--- src/rtl/calc_pkg.sv ---
// Shared types, key-priority encoding and helpers for the calculator arithmetic core.
package calc_pkg;

  typedef enum logic [1:0] {OP_NONE, OP_ADD, OP_SUB, OP_MUL} op_t;
  typedef enum logic [1:0] {IDLE, MUL_RUN, ERROR} state_t;
  typedef enum logic [2:0] {EV_NONE, EV_DIGIT, EV_ADD, EV_SUB, EV_MUL, EV_EQ, EV_CLR} ev_t;

  // Packed key vector layout: digits in [9:0], then ops in rising priority.
  localparam int unsigned NUM_DIGIT_KEYS = 10;
  localparam int unsigned K_MUL          = 10;
  localparam int unsigned K_SUB          = 11;
  localparam int unsigned K_ADD          = 12;
  localparam int unsigned K_EQ           = 13;
  localparam int unsigned K_CLR          = 14;
  localparam int unsigned KEY_W          = 15;

  function automatic longint unsigned max_mag(input int unsigned digits);
    longint unsigned m;
    m = 64'd1;
    for (int unsigned i = 0; i < digits; i++) m = m * 64'd10;
    return m - 64'd1;
  endfunction

  function automatic op_t ev_to_op(input ev_t ev);
    case (ev)
      EV_ADD:  return OP_ADD;
      EV_SUB:  return OP_SUB;
      EV_MUL:  return OP_MUL;
      default: return OP_NONE;
    endcase
  endfunction

endpackage

--- src/rtl/calc_accumulator_if.sv ---
// Keypad inputs and display-side outputs of the calculator arithmetic core.
interface calc_accumulator_if #(
  parameter int unsigned VAL_W = 28,
  parameter int unsigned LEN_W = 4
);
  logic [9:0]              key_digit;
  logic                    key_add;
  logic                    key_sub;
  logic                    key_mul;
  logic                    key_eq;
  logic                    key_clr;
  logic signed [VAL_W-1:0] disp_val;
  logic [LEN_W-1:0]        entry_len;
  logic                    busy;
  logic                    err;
  logic                    res_valid;

  modport master (
    output key_digit, key_add, key_sub, key_mul, key_eq, key_clr,
    input  disp_val, entry_len, busy, err, res_valid
  );

  modport slave (
    input  key_digit, key_add, key_sub, key_mul, key_eq, key_clr,
    output disp_val, entry_len, busy, err, res_valid
  );
endinterface

--- src/rtl/calc_accumulator_seq_multiplier.sv ---
// Iterative shift-add multiplier on unsigned magnitudes, one multiplier bit per cycle.
module seq_multiplier #(
  parameter int unsigned W = 27
) (
  input  logic           clk,
  input  logic           rst_n,
  input  logic           start,
  input  logic [W-1:0]   a_mag,
  input  logic [W-1:0]   b_mag,
  output logic           done,
  output logic [2*W-1:0] prod
);

  localparam int unsigned PW    = 2 * W;
  localparam int unsigned CNT_W = $clog2(W + 1);

  logic [PW-1:0]    mcand_q;
  logic [W-1:0]     mplier_q;
  logic [CNT_W-1:0] cnt_q;
  logic             run_q;

  // Bit 0 is folded into the start cycle so W bits take exactly W cycles.
  always_ff @(posedge clk or negedge rst_n) begin
    if (!rst_n) begin
      mcand_q  <= '0;
      mplier_q <= '0;
      cnt_q    <= '0;
      run_q    <= 1'b0;
      done     <= 1'b0;
      prod     <= '0;
    end else begin
      done <= 1'b0;
      if (start) begin
        mcand_q  <= PW'(a_mag) << 1;
        mplier_q <= b_mag >> 1;
        prod     <= b_mag[0] ? PW'(a_mag) : '0;
        cnt_q    <= CNT_W'(W - 1);
        run_q    <= (W > 1);
        done     <= (W == 1);
      end else if (run_q) begin
        if (mplier_q[0]) prod <= prod + mcand_q;
        mcand_q  <= mcand_q << 1;
        mplier_q <= mplier_q >> 1;
        cnt_q    <= cnt_q - 1'b1;
        if (cnt_q == CNT_W'(1)) begin
          run_q <= 1'b0;
          done  <= 1'b1;
        end
      end
    end
  end

endmodule

--- src/rtl/calc_accumulator.sv ---
// Keypad-driven signed accumulator with chained add/sub/mul, overflow error state and sequential multiply.
module calc_accumulator
  import calc_pkg::*;
#(
  parameter int unsigned DIGITS = 8,
  parameter int unsigned VAL_W  = 28
) (
  input logic               clk,
  input logic               rst,
  calc_accumulator_if.slave bus
);

  localparam int unsigned LEN_W  = $clog2(DIGITS + 1);
  localparam int unsigned MAG_W  = VAL_W - 1;
  localparam int unsigned SUM_W  = VAL_W + 1;
  localparam int unsigned PROD_W = 2 * MAG_W;

  localparam logic signed [SUM_W-1:0] MAX_SUM  = SUM_W'(max_mag(DIGITS));
  localparam logic [PROD_W-1:0]       MAX_PROD = PROD_W'(max_mag(DIGITS));
  localparam logic [LEN_W-1:0]        LEN_FULL = LEN_W'(DIGITS);

  logic [KEY_W-1:0] key_raw, key_q, key_prev, key_rise;

  state_t                  state_q, state_d;
  op_t                     pend_q, pend_d;
  logic signed [VAL_W-1:0] acc_q, acc_d;
  logic [VAL_W-1:0]        entry_q, entry_d;
  logic [LEN_W-1:0]        len_q, len_d;
  logic signed [VAL_W-1:0] disp_q, disp_d;
  logic                    neg_q, neg_d;
  logic                    busy_q, busy_d;
  logic                    err_q, err_d;
  logic                    valid_q, valid_d;

  ev_t                     ev_c;
  op_t                     new_op_c;
  logic [3:0]              ev_digit_c;
  logic signed [SUM_W-1:0] sum_c, diff_c, res_c;
  logic                    res_ovf_c;
  logic [MAG_W-1:0]        acc_mag_c;
  logic signed [VAL_W-1:0] mul_mag_c, mul_res_c;
  logic                    mul_ovf_c;
  logic                    mul_start_c;
  logic                    mul_done;
  logic [PROD_W-1:0]       mul_prod;

  assign key_raw  = {bus.key_clr, bus.key_eq, bus.key_add, bus.key_sub, bus.key_mul, bus.key_digit};
  assign key_rise = key_q & ~key_prev;

  always_ff @(posedge clk or negedge rst) begin
    if (!rst) begin
      key_q    <= '0;
      key_prev <= '0;
    end else begin
      key_q    <= key_raw;
      key_prev <= key_q;
    end
  end

  // Later assignments win: lowest digit, then ops in rising priority up to clr.
  always_comb begin
    ev_c       = EV_NONE;
    ev_digit_c = '0;
    for (int i = int'(NUM_DIGIT_KEYS) - 1; i >= 0; i--) begin
      if (key_rise[i]) begin
        ev_c       = EV_DIGIT;
        ev_digit_c = 4'(i);
      end
    end
    if (key_rise[K_MUL]) ev_c = EV_MUL;
    if (key_rise[K_SUB]) ev_c = EV_SUB;
    if (key_rise[K_ADD]) ev_c = EV_ADD;
    if (key_rise[K_EQ])  ev_c = EV_EQ;
    if (key_rise[K_CLR]) ev_c = EV_CLR;
  end

  assign new_op_c = ev_to_op(ev_c);

  // One extra bit of headroom so the overflow compare never sees a wrapped value.
  assign sum_c  = $signed({acc_q[VAL_W-1], acc_q}) + $signed({1'b0, entry_q});
  assign diff_c = $signed({acc_q[VAL_W-1], acc_q}) - $signed({1'b0, entry_q});

  always_comb begin
    case (pend_q)
      OP_ADD:  res_c = sum_c;
      OP_SUB:  res_c = diff_c;
      default: res_c = $signed({1'b0, entry_q});
    endcase
  end

  assign res_ovf_c = (res_c > MAX_SUM) || (res_c < -MAX_SUM);

  assign acc_mag_c = MAG_W'(acc_q[VAL_W-1] ? -acc_q : acc_q);
  assign mul_mag_c = $signed({1'b0, mul_prod[MAG_W-1:0]});
  assign mul_res_c = neg_q ? -mul_mag_c : mul_mag_c;
  assign mul_ovf_c = mul_prod > MAX_PROD;

  seq_multiplier #(.W(MAG_W)) u_mul (
    .clk   (clk),
    .rst_n (rst),
    .start (mul_start_c),
    .a_mag (acc_mag_c),
    .b_mag (entry_q[MAG_W-1:0]),
    .done  (mul_done),
    .prod  (mul_prod)
  );

  always_comb begin
    state_d     = state_q;
    pend_d      = pend_q;
    acc_d       = acc_q;
    entry_d     = entry_q;
    len_d       = len_q;
    disp_d      = disp_q;
    neg_d       = neg_q;
    valid_d     = 1'b0;
    mul_start_c = 1'b0;

    case (state_q)
      IDLE: begin
        case (ev_c)
          EV_CLR: begin
            acc_d   = '0;
            entry_d = '0;
            len_d   = '0;
            disp_d  = '0;
            pend_d  = OP_NONE;
          end
          EV_DIGIT: begin
            if (len_q < LEN_FULL) begin
              entry_d = entry_q * VAL_W'(10) + VAL_W'(ev_digit_c);
              len_d   = len_q + 1'b1;
              disp_d  = $signed(entry_d);
            end
          end
          EV_ADD, EV_SUB, EV_MUL, EV_EQ: begin
            if (pend_q == OP_MUL) begin
              mul_start_c = 1'b1;
              neg_d       = acc_q[VAL_W-1];
              pend_d      = new_op_c;
              state_d     = MUL_RUN;
            end else if (res_ovf_c) begin
              state_d = ERROR;
              acc_d   = '0;
              entry_d = '0;
              len_d   = '0;
              disp_d  = '0;
              pend_d  = OP_NONE;
            end else begin
              acc_d   = VAL_W'(res_c);
              disp_d  = VAL_W'(res_c);
              entry_d = '0;
              len_d   = '0;
              pend_d  = new_op_c;
              valid_d = (new_op_c == OP_NONE);
            end
          end
          default: ;
        endcase
      end
      MUL_RUN: begin
        // pend_q already holds the op that launched the multiply; NONE means it was equals.
        if (mul_done) begin
          state_d = mul_ovf_c ? ERROR : IDLE;
          acc_d   = mul_ovf_c ? '0 : mul_res_c;
          disp_d  = mul_ovf_c ? '0 : mul_res_c;
          entry_d = '0;
          len_d   = '0;
          pend_d  = mul_ovf_c ? OP_NONE : pend_q;
          valid_d = !mul_ovf_c && (pend_q == OP_NONE);
        end
      end
      ERROR: begin
        if (ev_c == EV_CLR) begin
          state_d = IDLE;
          acc_d   = '0;
          entry_d = '0;
          len_d   = '0;
          disp_d  = '0;
          pend_d  = OP_NONE;
        end
      end
      default: state_d = IDLE;
    endcase

    busy_d = (state_d == MUL_RUN);
    err_d  = (state_d == ERROR);
  end

  always_ff @(posedge clk or negedge rst) begin
    if (!rst) begin
      state_q <= IDLE;
      pend_q  <= OP_NONE;
      acc_q   <= '0;
      entry_q <= '0;
      len_q   <= '0;
      disp_q  <= '0;
      neg_q   <= 1'b0;
      busy_q  <= 1'b0;
      err_q   <= 1'b0;
      valid_q <= 1'b0;
    end else begin
      state_q <= state_d;
      pend_q  <= pend_d;
      acc_q   <= acc_d;
      entry_q <= entry_d;
      len_q   <= len_d;
      disp_q  <= disp_d;
      neg_q   <= neg_d;
      busy_q  <= busy_d;
      err_q   <= err_d;
      valid_q <= valid_d;
    end
  end

  assign bus.disp_val  = disp_q;
  assign bus.entry_len = len_q;
  assign bus.busy      = busy_q;
  assign bus.err       = err_q;
  assign bus.res_valid = valid_q;

endmodule
--- src/flat_wrapper.sv ---
// flat-port wrapper written by rule: the top's interface ports become plain ports
module calc_accumulator_flat import calc_pkg::*;
#(
  parameter int unsigned DIGITS = 8,
  parameter int unsigned VAL_W  = 28
)
  (clk, rst, bus_key_digit, bus_key_add, bus_key_sub, bus_key_mul, bus_key_eq, bus_key_clr, bus_disp_val, bus_entry_len, bus_busy, bus_err, bus_res_valid);
  calc_accumulator_if #(.VAL_W(VAL_W)) bus_i ();
  input logic clk;
  input logic rst;
  input wire logic [$bits(bus_i.key_digit)-1:0] bus_key_digit;
  input wire logic [$bits(bus_i.key_add)-1:0] bus_key_add;
  input wire logic [$bits(bus_i.key_sub)-1:0] bus_key_sub;
  input wire logic [$bits(bus_i.key_mul)-1:0] bus_key_mul;
  input wire logic [$bits(bus_i.key_eq)-1:0] bus_key_eq;
  input wire logic [$bits(bus_i.key_clr)-1:0] bus_key_clr;
  output wire logic [$bits(bus_i.disp_val)-1:0] bus_disp_val;
  output wire logic [$bits(bus_i.entry_len)-1:0] bus_entry_len;
  output wire logic [$bits(bus_i.busy)-1:0] bus_busy;
  output wire logic [$bits(bus_i.err)-1:0] bus_err;
  output wire logic [$bits(bus_i.res_valid)-1:0] bus_res_valid;
  assign bus_i.key_digit = bus_key_digit;
  assign bus_i.key_add = bus_key_add;
  assign bus_i.key_sub = bus_key_sub;
  assign bus_i.key_mul = bus_key_mul;
  assign bus_i.key_eq = bus_key_eq;
  assign bus_i.key_clr = bus_key_clr;
  assign bus_disp_val = bus_i.disp_val;
  assign bus_entry_len = bus_i.entry_len;
  assign bus_busy = bus_i.busy;
  assign bus_err = bus_i.err;
  assign bus_res_valid = bus_i.res_valid;
  calc_accumulator #(.DIGITS(DIGITS), .VAL_W(VAL_W)) u_core (.clk(clk), .rst(rst), .bus(bus_i));
endmodule
--- config.mk ---
export PLATFORM = sky130hd
export DESIGN_NAME = calc_accumulator_flat
export DESIGN_NICKNAME = d
export VERILOG_FILES = /design/src/rtl/calc_pkg.sv /design/src/rtl/calc_accumulator_if.sv /design/src/rtl/calc_accumulator_seq_multiplier.sv /design/src/rtl/calc_accumulator.sv /design/src/flat_wrapper.sv
export SDC_FILE = /design/constraint.sdc
export NUM_CORES = 1
export LEC_CHECK = 0
export BUFFER_PORTS_ARGS = -buffer_cell sky130_fd_sc_hd__buf_4
export CAP_MARGIN = 20
export CORE_AREA = 2 2 172 208
export CTS_BUF_LIST = sky130_fd_sc_hd__clkbuf_4
export CTS_CLUSTER_SIZE = 8
export DETAILED_ROUTE_END_ITERATION = 10
export DIE_AREA = 0 0 174 210
export HOLD_SLACK_MARGIN = 0.03
export PLACE_DENSITY = 0.89
export SLEW_MARGIN = 20
export SYNTH_ARGS = -nofsm -noshare
export SYNTH_HDL_FRONTEND = slang
export SYNTH_SLANG_ARGS = --single-unit
--- constraint.sdc ---
create_clock -name clk -period 4.4 [get_ports clk]
set_input_delay 0 -clock clk [delete_from_list [all_inputs] [get_ports clk]]
set_output_delay 0 -clock clk [all_outputs]
set_load 0.1 [all_outputs]
Word-level counts from Yosys, hierarchy flattened

Index checks and enable logic that the tools add are counted.
Widths: inputs -> output; s select.

Output and inout port bits: 35
Bits in registers: 268
Logic and storage cells: 156
Input port bits: 17

Add/subtract/negate cells: 8
Reduce and logical (&&, ||, !) cells: 15
Multipliers: 1
$lt $le $gt $ge: 4
Bitwise gates (word level): 2
Multiplexer cells: 87
Equal/unequal tests: 21

Operators with widths:

| cell                  | number |
|---|---|
| $pmux 28 s3           | 5 |
| $mux 54               | 5 |
| $mux 28               | 9 |
| $mux 27               | 4 |
| $pmux 29 s2           | 1 |
| $mux 4                | 14 |
| $pmux 28 s2           | 1 |
| $add 54x54->54        | 1 |
| $gt 54x27->1 const B  | 1 |
| $add 28x29->29        | 1 |
| $gt 29x28->1 const B  | 1 |
| $lt 29x28->1 const B  | 1 |
| $sub 28x29->29        | 1 |
| $add 28x4->28         | 1 |
| $mul 28x3->27 const B | 1 |
| $neg 27->28           | 1 |
| $neg 27->27           | 1 |
| $pmux 4 s3            | 2 |
| $mux 1                | 23 |
| $mux 2                | 11 |
| $pmux 2 s3            | 3 |
| $and 15x15->15        | 1 |
| $mux 3                | 5 |
| $not 15->15           | 1 |
| other kinds (28)      | 43 |

Longest topological paths before layout

Gate-level depths: netlist of run 1.

Depth in word-level cells: 24
Mapped depth: 23
Mapped depth without buffers: 20

Hierarchy

From an unflattened synthesis of run 1, not the netlist that was laid out.

Cells, all modules: 2554
Area, all modules: 21503.1 sq um

Modules (own cells, without submodules):

| module           | area an instance (sq um) | times used | cells an instance | sequential area each (sq um) |
|---|---|---|---|---|
| calc_accumulator | 12436.9                  | 1          | 1538              | 3153.0 |
| seq_multiplier   | 9066.2                   | 1          | 1016              | 3503.4 |

Worst setup path after synthesis of run 1

No wires, ideal clock.

Path type: register to register
Start point: reg u_core.entry_q[0]
End point: reg u_core.disp_q[22], in the netlist u_core.bus.disp_val[22]
Path buffers: 2
Data required time: 4269 ps
Stages on the path, launching flop included: 22
Period minus slack after synthesis: 4739 ps
Data arrival time: 4608 ps
Slack: -339 ps
Library setup time: 131 ps
Cells stage by stage: dfrtp_1 clkbuf_1 inv_1 nand3_1 nor2_1 nand2_1 nor4_1 a21oi_1 xnor2_1 ha_1 clkbuf_1 a21o_1 a31oi_1 a21o_1 a31oi_1 o21a_1 o31ai_1 nand4_1 o211ai_2 nand3_4 and3_1 or3_1

Word-level cells in the longest chain between the ends: 8
Elaborated cells on any way between the ends: 13
Those cells by class: add/sub (3); mul (1); order compare (2); mux (6); reduce/logical (1)

RTL lines:

| element                                                               | RTL line                | RTL |
|---|---|---|
| start: declaration                                                    | calc_accumulator.sv:27  | `logic [VAL_W-1:0] entry_q, entry_d;` |
| start signal: assignment                                              | calc_accumulator.sv:206 | `entry_q <= entry_d;` |
| parallel branches: the longest is 6 deep, another holds $mul 28x3->27 | -                       |  |
| $pmux 28 s3 (*)                                                       | calc_accumulator.sv:121 | `case (ev_c)` |
| $pmux 28 s3 (*)                                                       | calc_accumulator.sv:119 | `case (state_q)` |
| end signal: assignment                                                | calc_accumulator.sv:208 | `disp_q <= disp_d;` |
| end: declaration                                                      | calc_accumulator.sv:29  | `logic signed [VAL_W-1:0] disp_q, disp_d;` |

Mark *: on every way between the ends. The select of a mux whose other input is x is not followed.
A chain may end at the register's enable or synchronous reset.

Worst setup path after layout of run 1

Start point: reg u_core.entry_q[3]
End point: reg u_core.disp_q[4], in the netlist u_core.bus.disp_val[4]

The elaborated chain is that of the path after synthesis.

==> results of run 1 <==
-- state kept, by name (all words and copies together), names as in the netlist, 4 cells and up --
signal	flops
u_core.u_mul.mplier_q	26
u_core.u_mul.cnt_q	5
u_core.key_prev	15
u_core.u_mul.mcand_q	53
u_core.key_q	15
u_core.u_mul.prod	54
u_core.bus.disp_val	28
u_core.bus.entry_len	4
u_core.acc_q	28
u_core.entry_q	28
-- repair_timing --
action	in CTS	in global routing
pin swaps	45	29
setup buffers	20	11
resized for setup	92	82
endpoints found under the hold margin	160	0
setup endpoints to repair	63	70
hold buffers	33	0
cloned	2	1
-- power groups by stage --
| stage | sequential (uW) | combinational [uW] | clock (uW) |
|---|---|---|---|
| finish | 3370 | 11100 | 2180 |
| global route | 3390 | 11800 | 2340 |
| CTS | 3320 | 10100 | 2200 |
| detailed placement | 3360 | 9150 | 0 |
| global placement | 3330 | 8990 | 0 |
| floorplan | 3870 | 5240 | 0 |
-- how the worst min path moves through the flow --
stage / cells after the start / start / slack (ns) / end
floorplan: 0 / rst / -0.30 / u_core.acc_q[0]
global placement: 1 / bus_key_clr / 0.11 / u_core.key_q[14]
detailed placement: 1 / bus_key_digit[6] / 0.11 / u_core.key_q[6]
CTS: 3 / bus_key_add / 0.33 / u_core.key_q[12]
global route: 0 / u_core.key_q[1] / 0.37 / u_core.key_prev[1]
finish: 0 / u_core.key_q[9] / 0.37 / u_core.key_prev[9]
-- synthesized netlist by cell type (6+ instances only) --
| master | count | share of area [%] |
|---|---|---|
| sky130_fd_sc_hd__ha_1 | 145 | 9.0 |
| sky130_fd_sc_hd__nand3_1 | 61 | 1.5 |
| sky130_fd_sc_hd__o21ai_0 | 154 | 3.8 |
| sky130_fd_sc_hd__o21bai_1 | 15 | 0.56 |
| sky130_fd_sc_hd__xnor2_1 | 116 | 5.0 |
| sky130_fd_sc_hd__or4_1 | 15 | 0.56 |
| sky130_fd_sc_hd__o22ai_1 | 16 | 0.50 |
| sky130_fd_sc_hd__a211oi_1 | 23 | 0.86 |
| sky130_fd_sc_hd__o31ai_1 | 28 | 1.0 |
| sky130_fd_sc_hd__nor2_1 | 211 | 3.9 |
| sky130_fd_sc_hd__nand2_1 | 278 | 5.2 |
| sky130_fd_sc_hd__and2_1 | 21 | 0.65 |
| sky130_fd_sc_hd__o211ai_1 | 10 | 0.37 |
| sky130_fd_sc_hd__inv_1 | 61 | 1.1 |
| sky130_fd_sc_hd__nand2b_1 | 35 | 1.1 |
| sky130_fd_sc_hd__o211a_1 | 9 | 0.45 |
| sky130_fd_sc_hd__clkbuf_1 | 89 | 1.7 |
| sky130_fd_sc_hd__buf_1 | 21 | 0.39 |
| sky130_fd_sc_hd__a21o_1 | 55 | 2.1 |
| sky130_fd_sc_hd__o21a_1 | 22 | 0.82 |
| sky130_fd_sc_hd__nor2b_1 | 40 | 1.2 |
| sky130_fd_sc_hd__xor2_1 | 58 | 2.5 |
| sky130_fd_sc_hd__nor4_1 | 18 | 0.56 |
| sky130_fd_sc_hd__a31oi_1 | 53 | 1.6 |
| sky130_fd_sc_hd__a21oi_1 | 200 | 5.0 |
| sky130_fd_sc_hd__nor3_1 | 52 | 1.3 |
| sky130_fd_sc_hd__mux2i_1 | 80 | 4.0 |
| sky130_fd_sc_hd__and3_1 | 15 | 0.47 |
| sky130_fd_sc_hd__nand4_1 | 28 | 0.87 |
| sky130_fd_sc_hd__a211o_1 | 6 | 0.26 |
| sky130_fd_sc_hd__nand3b_1 | 6 | 0.22 |
| sky130_fd_sc_hd__nor3b_1 | 9 | 0.34 |
| sky130_fd_sc_hd__or3_1 | 21 | 0.65 |
| sky130_fd_sc_hd__o41ai_1 | 8 | 0.35 |
| sky130_fd_sc_hd__or2_2 | 14 | 0.44 |
| sky130_fd_sc_hd__dfrtp_1 | 266 | 33 |
| sky130_fd_sc_hd__o2111ai_1 | 10 | 0.44 |
| sky130_fd_sc_hd__a31o_2 | 7 | 0.30 |
-- final cells by class --
cell class                      count  area [um2]
Clock buffer                       96         721
Inverter                           62         235
Tap cell                          462         578
Antenna cell                        1        2.50
Sequential cell                   266        6660
Timing Repair Buffer              306        2510
Clock inverter                     25         125
Multi-Input combinational cell   1946       13800
Fill cell                        2558        9940
-- layout by cell type (no fill, tap or decap), drive strengths merged, types with 20 or more instances in the layout --
master / count
nand2: 278
o31ai: 29
a21oi: 200
xor2: 58
buf: 273
nor2b: 40
nor3: 52
nor4: 20
nand2b: 35
inv: 65
mux2i: 80
dfrtp: 266
dlygate4sd3: 32
ha: 145
nor2: 211
xnor2: 116
o21a: 22
nand4: 28
o21ai: 156
a211oi: 24
nand3: 63
a21o: 55
a31oi: 53
and2: 22
clkinv: 20
or3: 21
clkbuf: 97
-- logic make-up (layout without fill, tap and decap cells) --
group	Yosys count	count (layout)	synth area share (%)
DFF	266	266	33.1
xor gates and xnor gates	174	174	7.57
buffers and inverters	180	489	3.48
adders and majority gates	149	149	9.41
muxes	84	84	4.20
and+or+nand+nor	850	851	20.3
AOI/OAI and AO/OA	688	688	22.0
other	0	1	0
-- through the flow --
step	total power, uW	cells	instance area, um2	utilization [%]
after CTS	15600	3157	24100	69.9
final	16600	3164	24600	71.2
after global routing	17500	3164	24600	71.2
after global placement	12300	2983	22300	64.5
after detailed placement	12500	2983	22300	64.5
after floorplan	9110	2391	20300	-
-- worst max-delay path, delay by kind of cell (launching register included) --
| family | cells | cell delay [ns] |
|---|---|---|
| and+or+nand+nor | 8 | 1.61 |
| adders and majority gates | 1 | 0.35 |
| DFF | 1 | 0.43 |
| buffers and inverters | 5 | 0.77 |
| AOI/OAI and AO/OA | 6 | 1.34 |
| xor gates and xnor gates | 1 | 0.14 |
-- routing by layer --
layer	vias up	GRT usage (%)	part of all wire (%)
li1	9240	-	-
met1	9675	41.5	39
met2	934	59.2	49
met3	233	5.72	7.3
met4	2	17.5	4.5
met5	-	0	0.020
==> flow_summary_export.csv, run 1 <==
group,metric,value,unit
run_status,result_of_the_run,"finished, violations left",
run_status,violations,"setup timing",
final_layout,layout-drive-gt1-share,20.7,%
timing,hold_viol_final,0,
yosys,yosysWarningCount,0,
place,hpwl,44800,um
yosys,async_reset_ff_share,100,%
detailed_routing,drt-pass1-iter-count,6,
cts,root_buffer,"sky130_fd_sc_hd__clkbuf_4",
floorplanning,number_of_top_level_pins,52,
detailed_routing,post_drt_via_cell_ratio,6.35,
pwr,switchingPower,7970,uW
cts,clock_sinks,266,
cts,cts_tree,"yes",
run,maxCapViolations,0,
timing,max_transition_margin,27.0,%
final_layout,areaGrowthSynthToFinish,22.2,%
pwr,flop_pwr_share,20.2,%
place,pre_cts_ws,-0.468,ns
critical_path,critical_path.startpoint_type,"flop",
grt,grt_antenna_before_repair,2,
floorplanning,placeableCoreArea,34500,um2
pwr,p_leak,0.0114,uW
critical_path,worst_path_max_delay_cell,"sky130_fd_sc_hd__or4_4",
timing,rsz0062_at_grt,"true",
timing,worst_hold_slack,0.369,ns
cts,worst_setup_hold_path_clk_slew,0.07,ns
pwr,power-per-cell-area,677,nW/um2
critical_path,crit_path_max_fanout,7,
grt,grt_pass1_wl,101000,um
detailed_routing,routed_wire_length_per_instance,20.3,um
timing,final_critical_path_setup_slack,-0.457,ns
final_layout,nets,2819,
timing,fin_crit,4.86,ns
yosys,synth.distinct_cells,93,
critical_path,regToRegSetupSlack,-0.46,ns
yosys,synth_nets,2557,
yosys,yosys_most_used_dff,"sky130_fd_sc_hd__dfrtp_1",
critical_path,critPathArrivalTime,5.47,ns
yosys,synth_seq_area_share,33.1,%
timing,timing.setup.tns,-16.31,ns
critical_path,critical_path.endpoint,"u_core.bus.disp_val[4]",
pwr,share_clk_of_total_power,13.1,%
timing,skew,0.0597,ns
detailed_routing,route.antenna.remaining_nets,0,
grt,global_route.usage.total,34.3,%
critical_path,cp_cell_sequence,"nor2_4, buf_6, nand2_4, nor4_4, buf_4, nor2_1, xnor2_1, ha_2, buf_6, buf_4, nand4_1, a31o_2, nor3b_2, or4_4, a211oi_2, a221oi_2, o211ai_2, nand3_4, clkbuf_16, a31oi_1, a31oi_1",
floorplanning,fp-row-count,75,
critical_path,end_kind,"flop",
floorplanning,die_width,174,um
cts,cts_inserted_buffers,71,
critical_path,setup.worst_path.start,"u_core.entry_q[3]",
critical_path,critical-path-max-stage-delay,0.51,ns
grt,grt_overflow_total,0,
timing,timing.fmax,0.206,GHz
critical_path,critPathRequiredTime,5.02,ns
critical_path,rr_worst_depth,21,
cts,clkLatencyLatePin,0.83,ns
critical_path,timing_worst_setup_path_type,"flop to flop",
cts,cts_max_level,3,
place,gp_congestion,0.947,
pwr,power_switching_share,47.9,%
detailed_routing,drt_drc_violations_left,0,
timing,worst_pin_slew,1.09,ns
grt,grt_start_max_net_pins,137,
timing,layout_worst_path_cycle_share,110,%
yosys,synth_seq_cells,266,
floorplanning,effective_utilization_at_floorplan,58.3,%
timing,slew_violations,0,
pwr,power.combinational.fraction,66.6,%
timing,setup-violations-final,63,
min_path,holdCritPathClass,"flop to flop",
critical_path,timing.rr.end,"u_core.bus.disp_val[4]",
place,port_buffers,51,
pwr,power_report.internal_total,8680,uW
floorplanning,dieArea,36500,um2
pwr,irDropWorstVdd,0.401,mV
yosys,syn_std_cell_area,20100,um2
yosys,mapped_avg_cell_area,8.42,um2
yosys,synth_cells,2391,
detailed_routing,dr_total_vias,20100,
detailed_routing,initialDrtViolationCount,1705,
yosys,number_of_flops_mapped_to_enable_cells_by_yosys,0,
cts,ctsLongestPathBuffers,3,
critical_path,r2r_start,"u_core.entry_q[3]",
grt,first_global_vias,20300,
detailed_routing,finalWirelength,64100,um
floorplanning,fp.dieH,210,um
Power figures use the tool's default switching activity.
==> run 2, diff against run 1 <==
Settings changed: SKIP_LAST_GASP set to 1.
==> flow_summary_export.csv, run 2 (synthesis results as in run 1) <==
group,metric,value,unit
floorplanning,fp-row-count,75,
final_layout,postLayoutCoreUtil,71.5,%
run,maxCapViolations,0,
critical_path,end_kind,"flop",
final_layout,nets,2820,
floorplanning,placeableCoreArea,34500,um2
grt,grt_antenna_before_repair,2,
final_layout,largest_register_ffs,54,
detailed_routing,finalWirelength,63700,um
timing,skew,0.0594,ns
critical_path,rr_worst_depth,22,
critical_path,crit_path_max_fanout,7,
critical_path,critical-path-max-stage-delay,0.51,ns
run_status,result_of_the_run,"finished, violations left",
grt,grt_start_max_net_pins,137,
cts,cts_inserted_buffers,71,
final_layout,leading_cell_types_in_the_layout_fill_and_taps_excluded,"sky130_fd_sc_hd__nand2_1 (272), sky130_fd_sc_hd__dfrtp_1 (265), sky130_fd_sc_hd__buf_4 (253)",
final_layout,multi_input_comb_area,13800,um2
floorplanning,number_of_top_level_pins,52,
pwr,design_power_total,16700,uW
pwr,power-per-cell-area,676,nW/um2
critical_path,setup.worst_path.start,"u_core.entry_q[3]",
min_path,holdCritPathClass,"flop to flop",
critical_path,worst_path_max_delay_cell,"sky130_fd_sc_hd__or4_4",
final_layout,commonest_non_fill_non_tap_cell_in_the_layout,"sky130_fd_sc_hd__nand2_1",
timing,worst_pin_slew,1.08,ns
grt,grt_overflow_total,0,
critical_path,r2r_start,"u_core.entry_q[3]",
critical_path,crit_path_frequent_cell,"sky130_fd_sc_hd__buf_4",
final_layout,regMostFlops,"u_core.u_mul.prod",
pwr,irDropWorstVdd,0.402,mV
timing,timing.fmax,0.208,GHz
final_layout,layout-drive-gt1-share,20.8,%
timing,fin_crit,4.81,ns
timing,setup-violations-final,63,
cts,ctsLongestPathBuffers,3,
detailed_routing,route.antenna.remaining_nets,0,
place,port_buffers,51,
detailed_routing,dr_total_vias,19900,
run_status,violations,"setup timing",
floorplanning,effective_utilization_at_floorplan,58.3,%
grt,global_route.usage.total,34.3,%
place,hpwl,44800,um
place,post_dp_cell_area,22300,um2
min_path,worstHoldPathCells,0,
timing,final_critical_path_setup_slack,-0.408,ns
detailed_routing,post_drt_via_cell_ratio,6.30,
final_layout,fillerInstances,2541,
pwr,p_leak,0.0114,uW
cts,worst_setup_hold_path_clk_slew,0.07,ns
final_layout,post_route_cell_area,24700,um2
cts,cts_max_level,3,
floorplanning,fp.dieH,210,um
detailed_routing,initialDrtViolationCount,1668,
cts,root_buffer,"sky130_fd_sc_hd__clkbuf_4",
final_layout,largestRegisters,"u_core.u_mul.prod (54), u_core.u_mul.mcand_q (53)",
min_path,min_from,"u_core.key_q[9]",
place,gp_congestion,0.947,
cts,clkLatencyLatePin,0.82,ns
critical_path,timing_worst_setup_path_type,"flop to flop",
timing,hold_viol_final,0,
floorplanning,dieArea,36500,um2
critical_path,critPathArrivalTime,5.43,ns
detailed_routing,drt-pass1-iter-count,5,
final_layout,areaGrowthSynthToFinish,22.7,%
grt,grt_pass1_wl,101000,um
detailed_routing,routed_wire_length_per_instance,20.1,um
final_layout,regArea,6660,um2
timing,slew_violations,0,
timing,max_transition_margin,27.8,%
cts,cts_tree,"yes",
critical_path,cp_cell_sequence,"nor2_4, buf_6, nand2_8, nor4_4, buf_4, nor2_2, xnor2_2, ha_2, and4_1, and2_4, buf_4, a41o_1, nor3b_2, or4_4, a211oi_2, a221oi_2, o211ai_2, nand3_4, buf_12, buf_4, a21oi_4, a31oi_1",
floorplanning,die_width,174,um
critical_path,critical_path.startpoint_type,"flop",
grt,first_global_vias,20300,
detailed_routing,drt_drc_violations_left,0,
critical_path,critPathRequiredTime,5.02,ns
timing,rsz0062_at_grt,"true",
cts,clock_sinks,266,
timing,layout_worst_path_cycle_share,109,%
## run 2: cell count changes in the layout (fill, tap and decap cells not counted), sizes merged
cell	change
buf	+1
## run 2: cell type report
class	count	area share [%]
multi-input cells	1946	56.0
flip-flops and latches	266	27.0
repair buffers	307	10.3
clock buffers	96	2.92
well taps	462	2.34
inverters	62	0.953
clock inverters	25	0.507
diodes	1	0.0101
## run 2: worst max-delay path, delay by kind of cell, from the launching register on
| family | cells | cell delay [ns] |
|---|---|---|
| AND/OR/NAND/NOR | 9 | 1.79 |
| flip-flops | 1 | 0.43 |
| AO/OA/AOI/OAI | 6 | 1.13 |
| buffers and inverters | 5 | 0.78 |
| adder cells (fa/ha/maj) | 1 | 0.34 |
| XOR/XNOR | 1 | 0.13 |
## run 2: through the flow
step | hold slack (ns) | cells | TNS (ns) | setup slack [ns]
after global placement | 0.110 | 2983 | -16.54 | -0.368
after global routing | 0.372 | 3165 | -27.56 | -0.558
after floorplan | -0.296 | 2391 | -0.00561 | -0.00561
final | 0.369 | 3165 | -15.26 | -0.408
after CTS | 0.326 | 3157 | -9.04 | -0.233
after detailed placement | 0.110 | 2983 | -21.37 | -0.468
## run 2: layer usage
metal | GRT usage [%] | part of all wire [%]
met3 | 5.59 | 7.3
met2 | 59.6 | 50
met4 | 16.9 | 4.2
met1 | 41.5 | 39
met5 | 0 | 0.020
## run 2: repair_timing
action | 4_1_cts | 5_1_grt
setup endpoints to repair | 63 | 69
setup buffers | 20 | 13
gates cloned | 2 | 1
pin swaps | 45 | 37
gates resized for setup | 88 | 102
endpoints found under the hold margin | 160 | 0
hold buffers | 33 | 0
## run 2: power breakdown
part	total (uW)	internal [uW]	leakage, uW	switching [uW]
registers	3360	2840	0.00357	526
clock network	2180	1030	0.000499	1150
logic	11200	4830	0.00736	6330
total	16700	8690	0.0114	8010
## run 2: worst paths after layout
check | to | slack (ns)
min reg2reg | u_core.key_prev[9] | 0.37
max reg2reg | u_core.bus.disp_val[5] | -0.41
max in group asynchronous | u_core.u_mul.run_q | 3.34
min in group asynchronous | u_core.u_mul.prod[40] | 0.43
max | u_core.bus.disp_val[5] | -0.41
min | u_core.key_prev[9] | 0.37
==> run 3, diff against run 2 <==
Settings changed: PLACE_DENSITY 0.89 to 0.78.
==> flow_summary_export.csv, run 3 (synthesis results as in run 1) <==
group,metric,value,unit
run_status,result_of_the_run,"finished, violations left",
run_status,violations,"setup timing",
critical_path,cp_cell_sequence,"nor2_2, nand2_2, buf_6, nor4_4, buf_4, nor4b_4, buf_4, a31oi_4, xnor2_2, ha_4, buf_6, nand4_1, a21o_1, a31oi_1, buf_4, o21a_1, o31ai_4, buf_6, a2111oi_4, a31o_2, nand3_4, buf_12, o41ai_4, and3b_1",
pwr,power-per-cell-area,661,nW/um2
critical_path,path_delay_family,"compound AO/OA/AOI/OAI gates",
final_layout,largest_register_ffs,54,
cts,clock_sinks,266,
detailed_routing,drt-pass1-iter-count,6,
critical_path,timing_worst_setup_path_type,"flop to flop",
cts,worst_setup_hold_path_clk_slew,0.07,ns
floorplanning,fp-row-count,75,
timing,skew,0.0527,ns
critical_path,rr_worst_depth,24,
final_layout,largestRegisters,"u_core.u_mul.prod (54), u_core.u_mul.mcand_q (53)",
timing,max_transition_margin,25.6,%
cts,root_buffer,"sky130_fd_sc_hd__clkbuf_4",
grt,grt_pass1_wl,99100,um
run,maxCapViolations,0,
timing,slew_violations,0,
grt,grt_start_max_net_pins,143,
detailed_routing,finalWirelength,61500,um
timing,hold_viol_final,0,
place,gp_congestion,0.954,
critical_path,critical-path-max-stage-delay,0.42,ns
floorplanning,effective_utilization_at_floorplan,58.3,%
floorplanning,placeableCoreArea,34500,um2
detailed_routing,initialDrtViolationCount,1489,
timing,fin_crit,4.76,ns
critical_path,end_kind,"flop",
cts,ctsLongestPathBuffers,3,
detailed_routing,post_drt_via_cell_ratio,6.16,
grt,grt_antenna_before_repair,2,
final_layout,areaGrowthSynthToFinish,21.4,%
floorplanning,dieArea,36500,um2
place,pre_cts_ws,-0.597,ns
place,hpwl,44000,um
detailed_routing,dr_total_vias,19500,
timing,setup-violations-final,63,
timing,rsz0062_at_grt,"true",
pwr,irDropWorstVdd,0.323,mV
critical_path,critical_path.startpoint_type,"flop",
timing,layout_worst_path_cycle_share,108,%
floorplanning,number_of_top_level_pins,52,
final_layout,leading_cell_types_in_the_layout_fill_and_taps_excluded,"sky130_fd_sc_hd__nand2_1 (271), sky130_fd_sc_hd__dfrtp_1 (265), sky130_fd_sc_hd__buf_4 (257)",
grt,first_global_vias,19600,
final_layout,final-instance-count-excl-fill,3172,
critical_path,critical_path.endpoint,"u_core.bus.err",
min_path,holdCritPathClass,"flop to flop",
critical_path,critPathArrivalTime,5.47,ns
timing,timing.setup.tns,-15.37,ns
grt,global_route.usage.total,33.6,%
final_layout,commonest_non_fill_non_tap_cell_in_the_layout,"sky130_fd_sc_hd__nand2_1",
timing,final_critical_path_setup_slack,-0.361,ns
critical_path,cp_num_cells,24,
detailed_routing,route.antenna.remaining_nets,0,
final_layout,nets,2819,
cts,clkLatencyLatePin,0.81,ns
critical_path,r2r_start,"u_core.entry_q[4]",
critical_path,worst_path_max_delay_cell,"sky130_fd_sc_hd__dfrtp_1",
detailed_routing,routed_wire_length_per_instance,19.4,um
detailed_routing,drt_drc_violations_left,0,
critical_path,crit_path_max_fanout,7,
critical_path,critPathRequiredTime,5.11,ns
final_layout,regMostFlops,"u_core.u_mul.prod",
place,port_buffers,51,
cts,cts_tree,"yes",
final_layout,layout-drive-gt1-share,20.4,%
critical_path,critPathBufInv,7,
timing,timing.fmax,0.210,GHz
pwr,p_leak,0.0114,uW
critical_path,timing.rr.end,"u_core.bus.err",
min_path,min_from,"u_core.key_q[10]",
critical_path,regToRegSetupSlack,-0.36,ns
grt,grt_overflow_total,0,
critical_path,setup.worst_path.start,"u_core.entry_q[4]",
timing,worst_pin_slew,1.11,ns
cts,cts_max_level,3,
floorplanning,die_width,174,um
place,dpl.cell_count,2972,
cts,cts_inserted_buffers,74,
floorplanning,fp.dieH,210,um
==> run 3: cell count changes in the layout (fill, tap and decap cells not counted), moves of 4 or more <==
cell                       change
sky130_fd_sc_hd__clkbuf_4     +10
sky130_fd_sc_hd__buf_6         -7
sky130_fd_sc_hd__inv_2         +4
sky130_fd_sc_hd__a21oi_1      +12
sky130_fd_sc_hd__a21oi_2       -8
sky130_fd_sc_hd__a31oi_1       +6
sky130_fd_sc_hd__a21oi_4       -4
sky130_fd_sc_hd__a31oi_4       -6
sky130_fd_sc_hd__buf_4         +4
==> run 3: cell type report <==
cell class / count / area [um2]
flip-flops and latches: 266 / 6660
multi-input cells: 1945 / 13600
well taps: 462 / 578
repair buffers: 304 / 2470
diodes: 1 / 2.50
inverters: 62 / 235
fillers: 2721 / 10100
clock inverters: 26 / 114
clock buffers: 106 / 796
==> run 3: report_power, final <==
group          switching (uW)  internal, uW
clock                    1130          1120
combinational            5960          4600
sequential                503          2840
==> run 3: how the worst min path moves through the flow <==
| stage | slack (ns) | cells after the start | endpoint |
|---|---|---|---|
| floorplan | -0.30 | 0 | u_core.acc_q[0] |
| global placement | 0.11 | 1 | u_core.key_q[14] |
| detailed placement | 0.11 | 1 | u_core.key_q[3] |
| CTS | 0.31 | 3 | u_core.key_q[8] |
| global route | 0.37 | 3 | u_core.key_q[10] |
| finish | 0.37 | 0 | u_core.key_prev[10] |
==> run 3: through the flow <==
step                      total power (uW)  cell area (um2)  hold WS, ns  utilization (%)
after global placement               12200            22200        0.110             64.2
after floorplan                       9110            20300       -0.296                -
final                                16100            24400        0.371             70.8
after global routing                 17100            24400        0.368             70.8
after detailed placement             12400            22200        0.110             64.2
after CTS                            15500            24000        0.314             69.6
==> run 3: layer usage <==
| metal | vias to the layer above | global-route usage (%) | share of wire [%] |
|---|---|---|---|
| met3 | 150 | 5.57 | 6.5 |
| li1 | 9223 | - | - |
| met4 | 2 | 16.9 | 4.1 |
| met2 | 675 | 58.3 | 50 |
| met1 | 9482 | 40.6 | 40 |
| met5 | - | 0 | 0.011 |
==> run 3: repair_timing <==
item                       in CTS  in global routing
hold buffers                   33                  0
pin swaps                      50                 49
gates resized for setup        87                 66
setup endpoints to repair      63                 67
gates cloned                    2                  0
hold endpoints to repair      143                  0
setup buffers                  18                 16
